`src/rtl/keypad_pkg.sv`:
```
// Shared types and decode helpers for the keypad entry controller.
package keypad_pkg;

  typedef enum logic [2:0] {
    IDLE,
    DEBOUNCE,
    COMMIT,
    HOLD,
    RELEASE
  } entry_state_t;

  // Indexed by {row,col}, row 0 = R0 and col 0 = C0.
  localparam logic [15:0][3:0] HEX_TAB = {
    4'hD, 4'hF, 4'h0, 4'hE,
    4'hC, 4'h9, 4'h8, 4'h7,
    4'hB, 4'h6, 4'h5, 4'h4,
    4'hA, 4'h3, 4'h2, 4'h1
  };

  function automatic logic col_onehot(input logic [3:0] c);
    return (c != 4'd0) && ((c & (c - 4'd1)) == 4'd0);
  endfunction

endpackage

```
`src/rtl/keypad_decode.sv`:
```
// Combinational {row,col} snapshot to hex digit; valid only for a one-hot column.
module keypad_decode
  import keypad_pkg::*;
(
  input  logic [3:0] row,   // {R0,R1,R2,R3}
  input  logic [3:0] col,   // {C0,C1,C2,C3}
  output logic [3:0] hex,
  output logic       valid
);

  logic [1:0] ri, ci;

  always_comb begin
    ri = 2'd3;
    if      (row[3]) ri = 2'd0;
    else if (row[2]) ri = 2'd1;
    else if (row[1]) ri = 2'd2;
    ci = 2'd3;
    if      (col[3]) ci = 2'd0;
    else if (col[2]) ci = 2'd1;
    else if (col[1]) ci = 2'd2;
  end

  assign hex   = HEX_TAB[{ri, ci}];
  assign valid = col_onehot(col);

endmodule

```
`src/rtl/keypad_entry_ctrl.sv`:
```
// Scan pacing, debounce/commit FSM and two-digit history for a 4x4 keypad.
module keypad_entry_ctrl
  import keypad_pkg::*;
#(
  parameter int SCAN_DIV       = 48000,
  parameter int DEBOUNCE_TICKS = 20,
  parameter int RELEASE_TICKS  = 20
) (
  input  logic       clk,
  input  logic       reset,
  input  logic [7:0] keypad_val,
  input  logic       en,
  input  logic       button_on,
  output logic       scan_tick,
  output logic       key_valid,
  output logic [3:0] digit_new,
  output logic [3:0] digit_old,
  output logic       busy
);

  localparam int DW   = (SCAN_DIV > 2) ? $clog2(SCAN_DIV) : 1;
  localparam int MAXT = (DEBOUNCE_TICKS > RELEASE_TICKS) ? DEBOUNCE_TICKS : RELEASE_TICKS;
  localparam int CW   = $clog2(MAXT + 1);
  localparam logic [DW-1:0] DIV_LAST = DW'(SCAN_DIV - 1);
  localparam logic [CW-1:0] DEB_C    = CW'(DEBOUNCE_TICKS);
  localparam logic [CW-1:0] REL_C    = CW'(RELEASE_TICKS);
  localparam logic [CW-1:0] ONE      = CW'(1);

  entry_state_t   state, state_d;
  logic [DW-1:0]  div;
  logic [CW-1:0]  cnt, cnt_d, cnt_inc;
  logic [7:0]     cand, cand_d, kv, dec_in;
  logic [3:0]     col_s1, col_s2, dec_hex;
  logic           btn_s1, btn_s2, dec_valid;

  assign scan_tick = (div == DIV_LAST);

  always_ff @(posedge clk or negedge reset) begin
    if (!reset) div <= '0;
    else        div <= scan_tick ? '0 : div + 1'b1;
  end

  always_ff @(posedge clk or negedge reset) begin
    if (!reset) begin
      col_s1 <= '0; col_s2 <= '0;
      btn_s1 <= 1'b0; btn_s2 <= 1'b0;
    end else begin
      col_s1 <= keypad_val[3:0]; col_s2 <= col_s1;
      btn_s1 <= button_on;       btn_s2 <= btn_s1;
    end
  end

  assign kv      = {keypad_val[7:4], col_s2};
  assign cnt_inc = (cnt == '1) ? cnt : cnt + 1'b1;

  // One decoder serves both jobs: validity of the live snapshot while idle,
  // and the hex value of the held candidate at commit time.
  assign dec_in = (state == IDLE) ? kv : cand;

  keypad_decode u_dec (
    .row   (dec_in[7:4]),
    .col   (dec_in[3:0]),
    .hex   (dec_hex),
    .valid (dec_valid)
  );

  always_comb begin
    state_d = state;
    cnt_d   = cnt;
    cand_d  = cand;
    case (state)
      IDLE: if (scan_tick && en && dec_valid) begin
        cand_d  = kv;
        cnt_d   = ONE;
        state_d = DEBOUNCE;
      end
      DEBOUNCE: if (scan_tick) begin
        if (btn_s2 && kv == cand) begin
          cnt_d = cnt_inc;
          if (cnt_inc >= DEB_C) state_d = COMMIT;
        end else begin
          state_d = IDLE;
        end
      end
      COMMIT: state_d = HOLD;
      HOLD: if (scan_tick && !btn_s2) begin
        cnt_d   = ONE;
        state_d = RELEASE;
      end
      RELEASE: if (scan_tick) begin
        if (btn_s2) begin
          state_d = HOLD;
        end else begin
          cnt_d = cnt_inc;
          if (cnt_inc >= REL_C) state_d = IDLE;
        end
      end
      default: state_d = IDLE;
    endcase
  end

  always_ff @(posedge clk or negedge reset) begin
    if (!reset) begin
      state <= IDLE;
      cnt   <= '0;
      cand  <= '0;
    end else begin
      state <= state_d;
      cnt   <= cnt_d;
      cand  <= cand_d;
    end
  end

  always_ff @(posedge clk or negedge reset) begin
    if (!reset) begin
      digit_new <= 4'h0;
      digit_old <= 4'h0;
    end else if (state == COMMIT) begin
      digit_old <= digit_new;
      digit_new <= dec_hex;
    end
  end

  assign key_valid = (state == COMMIT);
  assign busy      = (state != IDLE);

endmodule
```
`config.mk`:
```
export PLATFORM = sky130hd
export DESIGN_NAME = keypad_entry_ctrl
export DESIGN_NICKNAME = d
export VERILOG_FILES = /design/src/rtl/keypad_pkg.sv /design/src/rtl/keypad_decode.sv /design/src/rtl/keypad_entry_ctrl.sv
export SDC_FILE = /design/constraint.sdc
export NUM_CORES = 1
export LEC_CHECK = 0
export CORE_AREA = 10 10 78 80
export DETAILED_ROUTE_END_ITERATION = 16
export DIE_AREA = 0 0 88 90
export MAX_ROUTING_LAYER = met4
export PLACE_DENSITY = 0.78
export SLEW_MARGIN = 20
export SYNTH_ARGS = -nofsm -noshare
export SYNTH_HDL_FRONTEND = slang
export SYNTH_SLANG_ARGS = --single-unit
export TNS_END_PERCENT = 20
```
`constraint.sdc`:
```
create_clock -name clk -period 2.5 [get_ports clk]
set_input_delay 0.25 -clock clk [delete_from_list [all_inputs] [get_ports clk]]
set_output_delay 0.25 -clock clk [all_outputs]
set_load 0.02 [all_outputs]
```
[Word level (Yosys, flattened, before mapping)]
Memories as Yosys holds them, arrays and structs flattened. A register that Yosys moved wholly into a read port is not among the register bits.
Index checks and enable logic that the tools add are counted.
Storage, ports and cells
  bits in read-only memories: 64
  memories kept: 1
  register bits: 46
  input port bits: 12
Memory list
  (name not given): words 16, width 4, read ports 1, clocked after Yosys merged registers in 1, wr ports 0, RTL line keypad_decode.sv:24  | assign hex = HEX_TAB[{ri, ci}];
Operators by class
  add/sub/neg operators: 3
  eq/ne operators: 15
  bitwise gates (word level): 1
  $lt $le $gt $ge: 1
  multiplexer cells: 25
  reductions and logical operators: 15
Operators by type and width (count)
  two-way mux 5 bit: 7
  two-way mux 3 bit: 8
  one-hot mux 5 bit (4 select lines): 1
  adder 16 x 1 -> 16 bit, second input constant: 1
  equality test 16 bit, second input constant: 1
  two-way mux 16 bit: 1
  one-hot mux 3 bit (5 select lines): 1
  != test 2 bit, second input constant: 5
  equality test 8 bit: 1
  two-way mux 2 bit: 4
  two-way mux 8 bit: 1
  nonzero test 4 bit: 2
  AND reduction 7 bit: 1
  equality test 3 x 2 -> 1 bit, second input constant: 2
  != test 3 bit, second input constant: 2
  AND reduction 6 bit: 1
  adder 5 x 1 -> 5 bit, second input constant: 1
  equality test 5 bit, second input constant: 1
  >= comparator 5 bit, second input constant: 1
  logical AND 1 bit: 5
  AND 4 bit: 1
  logical NOT 4 bit: 1
  subtractor 4 x 1 -> 4 bit, second input constant: 1
  equality test 3 x 1 -> 1 bit, second input constant: 1
  other kinds (7): 9

[Depth between registers and ports, before layout]
  word-level depth: 9
  gate-level depth with buffers: 9
  mapped depth without buffers: 8

[Modules after synthesis]
A second synthesis with hierarchy kept.
Second synthesis, totals
  cell total of the unflattened synthesis: 252
  area total of the unflattened synthesis: 2705.1 um2
By module, submodules not included
  keypad_entry_ctrl: cells each 221, times used 1, sequential area each 1251.2 um2, area an instance 2474.9 um2
  keypad_decode: cells each 31, times used 1, sequential area each 0.0 um2, area an instance 230.2 um2

[Worst setup path before layout]
OpenSTA, ideal clock, no wires.
  path type: reg-to-reg
  from: reg state[1]
  to: reg digit_new[2]
  data required time: 2374 ps
  clock period less this slack: 2164 ps
  stages on the path, launching flop included: 9
  arrival time: 2038 ps
  slack: 336 ps
  cells stage by stage: dfrtp_1 > nor3_2 > buf_4 > mux2i_1 > o311a_1 > inv_1 > ha_1 > a21oi_1 > a311o_1
On the way
  word-level cells in the longest chain between the ends: 5
  elaborated cells between the ends (all ways): 9
  those cells by class: eq/ne: 1; mux: 7; reduce/logical: 1
Ends and longest elaborated chain
  start, declared: RTL line keypad_entry_ctrl.sv:29  | entry_state_t state, state_d;
  start signal, assigned: RTL line keypad_entry_ctrl.sv:108  | state <= state_d;
  logical NOT 3 bit: RTL line keypad_entry_ctrl.sv:58  | assign dec_in = (state == IDLE) ? kv : cand;
  two-way mux 8 bit: RTL line keypad_entry_ctrl.sv:58
  two-way mux 1 bit, on equally long branches: RTL line keypad_decode.sv:21, keypad_decode.sv:17
  two-way mux 2 bit, on equally long branches: RTL line keypad_decode.sv:20, keypad_decode.sv:16
  two-way mux 2 bit, on equally long branches: RTL line keypad_decode.sv:19, keypad_decode.sv:15
  end, declared: RTL line keypad_entry_ctrl.sv:16  | output logic [3:0] digit_new,
Several ways; a longest one is shown, not always the timed one.
A chain may end at the register's enable or synchronous reset.

[Final worst setup path]
Ends and elaborated chain as after synthesis.

==> run summary <==
Asr flop ratio synth: 1.000
Tightest Pin Transition: 0.6046 ns
IO Pins: 23
Rows: 25
Final WL: 4.775 mm
Yosys reg bits: 50
Main combinational cell family by area after synthesis: simple AND/OR/NAND/NOR gates
ANT nets after route: 0
CTS tree: built
Register area share after synthesis: 0.4897
Pwr dens: 462.9 nW/um^2
YS warnings: 0
Post-Synth Simple-Gate Area: 0.1768
Gp weighted congestion: 0.8331
Crit start category: register
Area after DPL: 2869 um^2
Maximum vdd drop: 335.5 uV
Run status: finished clean
Grt total ovfl: 0
Routed length per instance: 14.56 um
Commonest non-fill, non-tap cell in the layout: dfrtp_1
Post-synthesis compound-gate area fraction: 0.1293
Post-synth EDFFs: 0
Max Cap Violations: 0
Critical path type: reg2reg
Core Area: 4598 um^2
Adder-cell share of the synthesized area: 0.01959
First-pass detailed-route iteration total: 5
Seq pwr share: 0.599
Post-synth top area share: 0.4897
DRC viols: 0
Via count: 1,816
CTS buffer count: 5
RSZ-0062 raised after global routing: no
Pin count of the biggest net entering global routing: 51
Switching share of power: 0.2366
CTS Buffer Depth: 2
Max-slew headroom: 0.5969
Worst endpoint required time: 2.70 ns
Synth cell types: 54
Fin nets: 289
Skew final: 0.007043 ns
Fin crit share: 0.9177
Post-route core utilization: 0.6460
Worst skew pair latency: 0.31 ns
Vias in the first global route: 1,823
Mux cell area share after synthesis: 0.07395
First-pass GRT wire length: 8.556 mm
CTS root buf: clkbuf_8
Setup WS post-layout: 0.2057 ns
Mapped Nets: 259
Post-synth top area cell: dfrtp_1
Final instance area: 2970 um^2
Crit end category: register
Leakage: 0.001246 uW
Cell-internal power: 1050 uW
Fmax: 435.9 MHz
Hold Crit Class: in2async
Sinks on Clock Net: 50
Initial Utilization: 0.5556
Max Slew Vio Count: 0
H-tree depth: 2
Commonest non-fill, non-tap cells in the layout: dfrtp_1 (50), nor2_1 (24), clkdlybuf4s50_1 (20)
Logic gate share of total power: 0.038
Post-Syn Area per Cell: 10.51 um^2
Chip width: 88 um
Clock group share of total power: 0.363
Port Buffers: 22
Period minus WS final: 2.294 ns
Setup violators final: 0
Psw: 325.4 uW
Ratio of cells with drive above 1 in the final layout: 0.1460
Ant diodes: 0
Antenna violations before repair: 0
Power, Total: 1375 uW
Number of fill cells: 372
XOR/XNOR Fraction of Synth Area: 0.08178
Synthesis-to-finish area growth: 16.26%
DR iter-0 viols: 48
Crit path DAT: 2.49 ns
Synthesized cell area: 2555 um^2
Dominant synthesized flop cell: dfrtp_1
Setup WS pre-CTS: 0.1523 ns
Die H: 90 um
Crit Path Max Fanout: 7
HPWL after DPL: 3.555 mm
CTS Hold Bufs: 0
Post-DR vias/cell: 5.537
Top cells by area, synth: dfrtp_1 (49%), mux2_2 (5.3%), xnor2_1 (4.8%), nor2_1 (3.5%), xor2_1 (2.7%)
Overall Global Routing Usage: 0.1325
Reg clk slew, reported paths: 0.10 ns
Post-synthesis cell count: 243
Setup tns final: 0 ns
Hold Fails Final Rpt: 0
Die area: 7920 um^2
cells by family (layout without fill, tap and decap cells):
group | count (synthesis) | count (layout)
buffers and inverters | 18 | 49
AND/OR/NAND/NOR | 87 | 87
AO/OA/AOI/OAI | 44 | 44
adder cells (fa/ha/maj) | 4 | 4
XOR/XNOR | 23 | 23
flip-flops | 50 | 50
multiplexers | 17 | 17
flip-flops by register name, summed over array words and instances, names as in the netlist:
signal	flops
div	16
cand	8
cnt	5
col_s1	4
col_s2	4
digit_new	4
digit_old	4
state	3
btn_s1	1
btn_s2	1
cell usage after synthesis (3+ instances only):
cell,n
nor3_1,8
mux2_2,12
nor3b_1,3
xnor2_1,14
mux2i_1,4
a21oi_1,9
a31oi_1,4
and3_1,3
nand2_1,16
o21ai_0,5
nand3_1,8
nor2b_1,8
clkbuf_1,4
o22a_1,3
inv_1,10
xor2_1,8
dfrtp_1,50
ha_1,4
nor2_1,24
nand4_1,6
path summary, 6_finish.rpt:
check                                from      endpoint  slack, ns  cells past startpoint
worst min register to register  col_s1[0]     col_s2[0]       0.36                      0
min in group clk                col_s1[0]     col_s2[0]       0.36                      0
worst max register to register   state[1]  digit_new[2]       0.21                      7
worst min-delay path                reset     col_s2[2]       0.03                      2
worst max-delay path             state[1]  digit_new[2]       0.21                      7
max in group asynchronous           reset  digit_old[3]       2.06                      2
power groups by stage:
stage | clock, uW | sequential [uW] | combinational [uW]
after global placement | 0 | 839 | 51.7
final | 499 | 824 | 51.9
after detailed placement | 0 | 840 | 53.3
after floorplan | 0 | 837 | 16.6
after global routing | 556 | 825 | 58.1
after CTS | 520 | 824 | 53.6
cell type report:
| cell class | count | area [um^2] | area share |
|---|---|---|---|
| tap | 54 | 67.56 | 0.02275 |
| clock buffer | 5 | 68.82 | 0.02317 |
| clock inverter | 3 | 28.78 | 0.009688 |
| multi-input combinational | 175 | 1235 | 0.4158 |
| sequential | 50 | 1251 | 0.4212 |
| timing repair buffer | 31 | 281.5 | 0.09478 |
| inverter | 10 | 37.54 | 0.01264 |
worst max-delay path, stage by stage (launching register included):
cell,delay (ns)
dfrtp_1,0.47
nor3_2,0.34
mux2i_1,0.32
o311a_1,0.32
inv_1,0.07
ha_1,0.27
a21oi_1,0.06
a311o_1,0.34
stage by stage:
stage	hold WS [ns]	instances
6_report	0.02504	328
5_1_grt	0.06457	328
4_1_cts	0.04376	328
3_5_place_dp	0.3347	320
3_3_place_gp	0.3318	320
2_1_floorplan	-0.04559	243
per-layer routing:
layer	vias to the layer above	GRT usage	wire, um
met5	-	-	0
met4	0	0.03191	21
met3	4	0.02888	195
met2	28	0.2021	2308
met1	857	0.1741	2250
li1	927	-	-
repair_timing:
action,4_1_cts,5_1_grt
buffers inserted,0,0
resized for setup,1,1
endpoints found under the setup margin,1,1
(Power assumes the default switching activity.)
